<file path="src/rtl/mem_store_issuer.sv">
// Store-side packet initiator: buffers MEM-stage word stores, coalesces same-word stores into the
// newest entry, and issues one registered 65-bit write packet per cycle unless hold is asserted.
module mem_store_issuer #(
  parameter int DEPTH = 4
) (
  input  logic        CLK,
  input  logic        RESET_N,
  input  logic        req_valid,
  output logic        req_ready,
  input  logic [31:0] req_addr,
  input  logic [31:0] req_data,
  input  logic        hold,
  output logic [64:0] serial,
  output logic        idle,
  output logic        misalign_err
);

  localparam int AW = (DEPTH > 1) ? $clog2(DEPTH) : 1;
  localparam int CW = AW + 1;
  localparam logic [CW-1:0] FULL_CNT = CW'(DEPTH);

  logic [29:0]   addr_q [DEPTH];
  logic [29:0]   addr_d [DEPTH];
  logic [31:0]   data_q [DEPTH];
  logic [31:0]   data_d [DEPTH];
  logic [AW-1:0] wr_ptr_q, wr_ptr_d;
  logic [AW-1:0] rd_ptr_q, rd_ptr_d;
  logic [CW-1:0] count_q, count_d;
  logic [64:0]   serial_q, serial_d;
  logic          misalign_q, misalign_d;

  logic          empty;
  logic          accept;
  logic          aligned;
  logic [AW-1:0] tail_ptr;
  logic          do_pop;
  logic          do_merge;
  logic          do_push;

  always_comb begin
    empty     = (count_q == '0);
    req_ready = (count_q != FULL_CNT);
    accept    = req_valid && req_ready;
    aligned   = (req_addr[1:0] == 2'b00);
    tail_ptr  = wr_ptr_q - AW'(1);
    do_pop    = !hold && !empty;
    // With a single entry the tail is also the head; if it leaves this edge it must not absorb new data.
    do_merge  = accept && aligned && !empty && (addr_q[tail_ptr] == req_addr[31:2])
                && !(do_pop && (count_q == CW'(1)));
    do_push   = accept && aligned && !do_merge;
  end

  always_comb begin
    addr_d     = addr_q;
    data_d     = data_q;
    wr_ptr_d   = wr_ptr_q;
    rd_ptr_d   = rd_ptr_q;
    serial_d   = '0;
    misalign_d = misalign_q | (accept & ~aligned);

    if (do_merge) begin
      data_d[tail_ptr] = req_data;
    end
    if (do_push) begin
      addr_d[wr_ptr_q] = req_addr[31:2];
      data_d[wr_ptr_q] = req_data;
      wr_ptr_d         = wr_ptr_q + AW'(1);
    end
    if (do_pop) begin
      serial_d = {1'b1, 2'b00, addr_q[rd_ptr_q], data_q[rd_ptr_q]};
      rd_ptr_d = rd_ptr_q + AW'(1);
    end
    count_d = count_q + CW'(do_push) - CW'(do_pop);
  end

  always_ff @(posedge CLK or negedge RESET_N) begin
    if (!RESET_N) begin
      for (int i = 0; i < DEPTH; i++) begin
        addr_q[i] <= '0;
        data_q[i] <= '0;
      end
      wr_ptr_q   <= '0;
      rd_ptr_q   <= '0;
      count_q    <= '0;
      serial_q   <= '0;
      misalign_q <= 1'b0;
    end else begin
      addr_q     <= addr_d;
      data_q     <= data_d;
      wr_ptr_q   <= wr_ptr_d;
      rd_ptr_q   <= rd_ptr_d;
      count_q    <= count_d;
      serial_q   <= serial_d;
      misalign_q <= misalign_d;
    end
  end

  assign serial       = serial_q;
  assign misalign_err = misalign_q;
  assign idle         = empty && !serial_q[64];

endmodule

</file>
<file path="config.mk">
export PLATFORM = sky130hd
export DESIGN_NAME = mem_store_issuer
export DESIGN_NICKNAME = d
export VERILOG_FILES = /design/src/rtl/mem_store_issuer.sv
export SDC_FILE = /design/constraint.sdc
export NUM_CORES = 1
export LEC_CHECK = 0
export ABC_AREA = 1
export CELL_PAD_IN_SITES_DETAIL_PLACEMENT = 1
export CELL_PAD_IN_SITES_GLOBAL_PLACEMENT = 1
export CORE_UTILIZATION = 44
export DETAILED_ROUTE_END_ITERATION = 6
export GPL_TIMING_DRIVEN = 0
export PLACE_DENSITY_LB_ADDON = 0.1
export SYNTH_ARGS = -nofsm -noshare
export SYNTH_HDL_FRONTEND = slang
export SYNTH_SLANG_ARGS = --single-unit
</file>
<file path="constraint.sdc">
create_clock -name CLK -period 4 [get_ports CLK]
set_clock_uncertainty 0.1 [all_clocks]
set_input_delay 1 -clock CLK [delete_from_list [all_inputs] [get_ports CLK]]
set_output_delay 1 -clock CLK [all_outputs]
set_load 0.05 [all_outputs]
</file>
Word level (Yosys, flattened, before mapping)
Index checks and enable logic that the tools add are counted.
{"block": "word_totals", "regBits": 321, "in_bits": 68, "output_inout_bits": 68, "wordCells": 71}
{"block": "classes", "n_addsub": 5, "order_cmp": 5, "eq_ne": 3, "n_mux": 21, "n_bitwise": 6, "reduce_logical": 18}
{"cell": "$bwmux 128", "n": 2}
{"cell": "$mux 128", "n": 2}
{"cell": "$mux 30", "n": 5}
{"cell": "$demux 32 s2", "n": 2}
{"cell": "$mux 32", "n": 4}
{"cell": "$bmux 30 s2", "n": 2}
{"cell": "$bwmux 120", "n": 1}
{"cell": "$mux 65", "n": 1}
{"cell": "$bmux 32 s2", "n": 1}
{"cell": "$demux 30 s2", "n": 1}
{"cell": "$eq 30x30->1", "n": 1}
{"cell": "$logic_and 1x1->1", "n": 11}
{"cell": "$ge 3x3->1 const B", "n": 3}
{"cell": "$not 2->3", "n": 3}
{"cell": "$lt 3x1->1 const B", "n": 2}
{"cell": "$logic_not 1->1", "n": 5}
{"cell": "$add 2x1->2 const B", "n": 2}
{"cell": "$add 3x1->3", "n": 1}
{"cell": "$eq 3x1->1 const B", "n": 1}
{"cell": "$logic_not 3->1", "n": 1}
{"cell": "$ne 3x3->1 const B", "n": 1}
{"cell": "$sub 3x1->3", "n": 1}
{"cell": "$logic_not 2->1", "n": 1}
{"cell": "$sub 2x1->2 const B", "n": 1}
{"cell": "other kinds (3)", "n": 3}

Logic depth before layout (Yosys ltp)
{"block": "depth", "word_depth": 12, "ltp_mapped": 23, "ltp_nobuf": 19}

Worst setup path after synthesis
OpenSTA, ideal clock, no wires.
{"block": "synth_path", "kind": "register to register", "from": "register wr_ptr_q[0]", "to": "register count_q[2]", "setup_time_ns": 0.129, "arrival_time_ns": 3.356, "required_time_ns": 3.771, "path_slack_ns": 0.415, "path_stages_with_launch": 23, "n_path_buf": 5, "period_less_slack_ns": 3.585, "cell_sequence": "dfrtp_1 > buf_4 > inv_4 > buf_4 > ha_1 > inv_2 > clkbuf_1 > nand3_1 > nand2_1 > nand2_1 > nand2_1 > nand3_1 > nor2_1 > nand2_1 > nor2_1 > nand2_1 > buf_2 > buf_2 > nand3_1 > nand2_1 > ha_1 > fa_1 > xor2_1"}
{"block": "synth_between", "elab_chain_len": 12}
{"element": "start, declared", "line": "26", "source": "logic [AW-1:0] wr_ptr_q, wr_ptr_d;"}
{"element": "start signal, assigned", "line": "90", "source": "wr_ptr_q <= wr_ptr_d;"}
{"element": "$sub 2x1->2", "line": "45", "source": "tail_ptr = wr_ptr_q - AW'(1);"}
{"element": "net tail_ptr[0]", "line": "35", "source": "logic [AW-1:0] tail_ptr;"}
{"element": "$not 2->3 (implied by the code)", "line": "48", "source": "do_merge = accept && aligned && !empty && (addr_q[tail_ptr] == req_addr[31:2])"}
{"element": "$bmux 30 s2", "line": "48"}
{"element": "$mux 30 (implied by the code) (2 in series)", "line": "48"}
{"element": "$eq 30x30->1", "line": "48"}
{"element": "$logic_and 1x1->1", "line": "48"}
{"element": "$logic_and 1x1->1", "line": "49", "source": "&& !(do_pop && (count_q == CW'(1)));"}
{"element": "$logic_not 1->1", "line": "50", "source": "do_push = accept && aligned && !do_merge;"}
{"element": "$logic_and 1x1->1", "line": "50"}
{"element": "$add 3x1->3", "line": "73", "source": "count_d = count_q + CW'(do_push) - CW'(do_pop);"}
{"element": "$sub 3x1->3", "line": "73"}
{"element": "net count_d[2]", "line": "28", "source": "logic [CW-1:0] count_q, count_d;"}
{"element": "end signal, assigned", "line": "92", "source": "count_q <= count_d;"}
{"element": "end, declared", "line": "28"}
The timed path passes the listed nets, and every way through them passes these cells. The select of a mux whose other input is x is not followed.
A chain may end at the register's enable or synchronous reset.

Final worst setup path
Same ends and word-level chain as after synthesis.

==> impl.org <==
** Run status
- Run status :: finished clean

** Floorplanning
- The die covers 44,700 sq um.
- Width of the die :: ~210 um
- Num rows :: 76
- During I/O placement, the number of pins put on the boundary was around 140.
- From bottom edge to top edge, the die measures between 200 and 250 um.
- Initial core utilization :: 0.447
- Area of the core :: 43,200 sq um

** Clocking
- Cell chosen for the clock root :: sky130_fd_sc_hd__clkbuf_16
- Deepest level of the CTS H-tree :: 2
- Number of clock sinks :: about 320
- Clock tree synthesis inserted a total of 40 buffers.
- After clock tree synthesis, the clock-pin slew on the worst setup and hold paths is 60 ps.
- CTS max path bufs :: 3
- TritonCTS built the clock tree.
- The clock reaches the later pin of the worst-skew pair after 600 ps.

** Cells and area
- Compared with the post-synthesis result, the final layout area differs by 17.4%.
- For this run, the share of the core covered by cells in the final layout is 0.525.
- Share of post-route cells with drive strength above 1 :: 0.0863
- After filler insertion, the fill cell instance count of the layout stands at 5,628.
- After the last flow step, the layout net total stands at 2,978.
- Once layout is done, the placed cells without fillers occupy about 23,000 sq um.
- 0 antenna diodes ended up in the layout.

** GRT
- Number of antenna violations at the first check in global routing :: 0
- The first global-routing pass estimated 129,000 um of wire.
- Entering global routing, the biggest net connects 111 pins.
- Via count of the first global-routing pass :: around 22,000
- The total overflow left after global routing is 0.
- GRT Total Usage :: 0.379

** Synthesis
- A synthesized cell averages 7.01 sq um.
- Number of warning messages in the yosys log :: 0
- Post-synthesis register bit count :: 319
- The synthesized-area fraction occupied by ao, oa, aoi and oai cells came to 0.0821.
- Counting every instance in the synthesized netlist gives 2,751.
- Main combinational cell family by area after synthesis :: simple AND/OR/NAND/NOR gates
- After synthesis the cells add up to ~19,000 sq um.
- The synthesized netlist contains 24 unique library cells.
- Share of synthesized area occupied by flip-flops and latches :: 0.414
- Share of cell area taken by muxes after synthesis :: 0.0373
- Of the total synthesized cell area, the portion taken by AND, OR, NAND and NOR gates is 0.374.
- Post-synthesis share of cell area spent on xor and xnor gates :: 0.00182
- Of the total synthesized cell area, the portion taken by full adders, half adders and majority gates is 0.00687.

** Worst hold path
- In this run the worst hold path is classified as input pin to asynchronous set/reset pin.

** Timing
- Max-slew violations :: 0
- The worst path needs 3880 ps of the cycle, external delays included.
- Finish-stage setup viols :: 0
- Hold Slack :: 264 ps
- Based on the critical path, the design can be clocked at up to 258 MHz.
- In the finished design, the share of the clock period the worst path needs comes to 0.970.
- Setup total negative slack on the finished layout was measured at 0 ps.
- Measured against its own limit, the worst slew margin works out to 0.321.
- Slew of the pin with the lowest slew margin :: 1020 ps
- The count of endpoints failing hold in the final timing report was 0.

** Setup path
- The worst setup path is captured at a flip-flop.
- Type of the worst setup path :: flip-flop to flip-flop
- Setup crit start kind :: flip-flop
- Of all nets on the critical path, the largest fanout is 13.
- Data arrives at the worst endpoint at 4250 ps.
- Data on the critical path is required at its endpoint by 4370 ps.

** Place
- Final Wtd Congestion :: 0.932
- IO Port Bufs :: 101
- HPWL after detailed placement :: 57,400 um
- In this run the cell area measured after placement is 21,100 sq um.

** Flow run
- The tool flagged a number of max-cap violations equal to 0.

** Route
- The detailed router used layers up to and including met4.
- WL final :: between 80,000 and 90,000 um
- Routed metal-1 wirelength :: 32,100 um
- Routed length on met2 :: 40,300 um
- Count of TritonRoute iterations in the first routing pass :: 5
- In the routed design, unresolved DRC markers number 0.
- DRC marker count from the first detailed-route iteration :: 1,554
- Total number of vias :: 21,065
- The detail route stage leaves a number of antenna-violating nets equal to 0.
- DR vias/cell :: 5.99
- The routed design uses approximately 5400 um of met3 wire.
- Wire length per cell :: 23.9 um

** Power
- Maximum vdd ir drop :: 0.438 mV
- Power Total :: 20.4 mW
- Cell area power density :: 902 nW/um^2
- Static leakage power :: between 10 and 15 nW
worst max-delay path, stage by stage, from the launching register on:
cell and delay [ps]:
sky130_fd_sc_hd__dfrtp_1 390, sky130_fd_sc_hd__buf_6 170, sky130_fd_sc_hd__inv_6 70, sky130_fd_sc_hd__buf_12 160, sky130_fd_sc_hd__ha_4 330, sky130_fd_sc_hd__clkinv_4 100
sky130_fd_sc_hd__clkbuf_16 190, sky130_fd_sc_hd__nand3_1 130, sky130_fd_sc_hd__nand3_1 100, sky130_fd_sc_hd__nand2_1 90, sky130_fd_sc_hd__nand2_1 60, sky130_fd_sc_hd__nor2_2 150
sky130_fd_sc_hd__nand2_2 120, sky130_fd_sc_hd__nor2_4 150, sky130_fd_sc_hd__nand2_2 110, sky130_fd_sc_hd__buf_6 170, sky130_fd_sc_hd__buf_4 190, sky130_fd_sc_hd__nand3_2 110
sky130_fd_sc_hd__nand2_1 70, sky130_fd_sc_hd__ha_1 200, sky130_fd_sc_hd__fa_1 400, sky130_fd_sc_hd__xor2_1 170
worst paths after layout:
check / startpoint / end / slack, ps / cells after the start
hold / removal: RESET_N / data_q[43] / 260 / 1
min in group CLK: misalign_err / misalign_err / 380 / 1
hold reg to reg: misalign_err / misalign_err / 380 / 1
max in group asynchronous: RESET_N / serial[23] / 1670 / 4
setup reg to reg: wr_ptr_q[0] / count_q[2] / 120 / 21
setup / recovery: wr_ptr_q[0] / count_q[2] / 120 / 21
synth_stat cells (all sizes together):
cell type | instances | area share
nand2 | 1048 | 0.20
fa | 1 | 0.0010
nor2 | 138 | 0.027
nand3 | 219 | 0.059
nand4 | 248 | 0.080
ha | 9 | 0.0058
o21ai | 189 | 0.049
xnor2 | 2 | 0.00091
o21bai | 1 | 0.00039
inv | 104 | 0.020
xor2 | 2 | 0.00091
mux2 | 64 | 0.037
conb | 1 | 0.00019
nand3b | 9 | 0.0035
buf | 159 | 0.042
clkbuf | 112 | 0.022
dfrtp | 319 | 0.41
a21oi | 126 | 0.033
through the flow:
stage	std cells	setup WS, ps
finish	3515	119
detailed placement	3441	-1110
CTS	3515	72.3
global route	3515	-16.5
floorplan	2752	415
global placement	3438	-13230
timing repair:
| action | in CTS | in global routing |
|---|---|---|
| gates resized for setup | 41 | 4 |
| hold buffers | 0 | 0 |
| pin swaps | 1 | 1 |
| endpoints found under the setup margin | 253 | 2 |
| setup buffers | 2 | 0 |
layout by cell type (no fill, tap or decap), drive strengths merged:
master	instances
ha	9
a21oi	126
xor2	2
dfrtp	319
nand4	248
bufinv	4
conb	2
nand2	1048
nand3	219
buf	165
o21bai	1
clkinv	8
mux2	64
xnor2	2
fa	1
clkinvlp	1
nand3b	9
nor2	138
clkdlybuf4s50	100
inv	105
o21ai	189
clkbuf	170
flip-flops by register name, indices dropped and copies added, names as in the netlist:
name,count
addr_q,120
rd_ptr_q,2
misalign_err,1
count_q,3
data_q,128
serial,63
wr_ptr_q,2
area by class of cell:
cell class	count	area (sq um)	area share
Buffer	271	1330	0.0585
Clock buffer	58	1170	0.0516
Clock inverter	14	180	0.00795
Inverter	104	400	0.0177
Multi-Input combinational cell	2058	9750	0.431
Sequential cell	319	7980	0.352
Tap cell	585	732	0.0323
Timing Repair Buffer	106	1110	0.0491
routing by layer:
metal | up-vias | global-route usage
li1 | 9382 | -
met4 | 0 | 0.276
met1 | 10505 | 0.438
met2 | 854 | 0.637
met3 | 324 | 0.0614
met5 | - | 0
report_power, final:
part,internal [mW],switching [mW]
registers,4.67,0.966
logic,3.41,7.54
clock network,2.29,1.56
total,10.4,10.1
cell families (layout without fill, tap and decap cells):
family,count (synthesis),after routing
AOI/OAI and AO/OA,316,316
other,1,2
buffers and inverters,375,553
adders and majority gates,10,10
muxes,64,64
xor gates and xnor gates,4,4
and+or+nand+nor,1662,1662
DFF,319,319
Power figures use the tool's default switching activity.
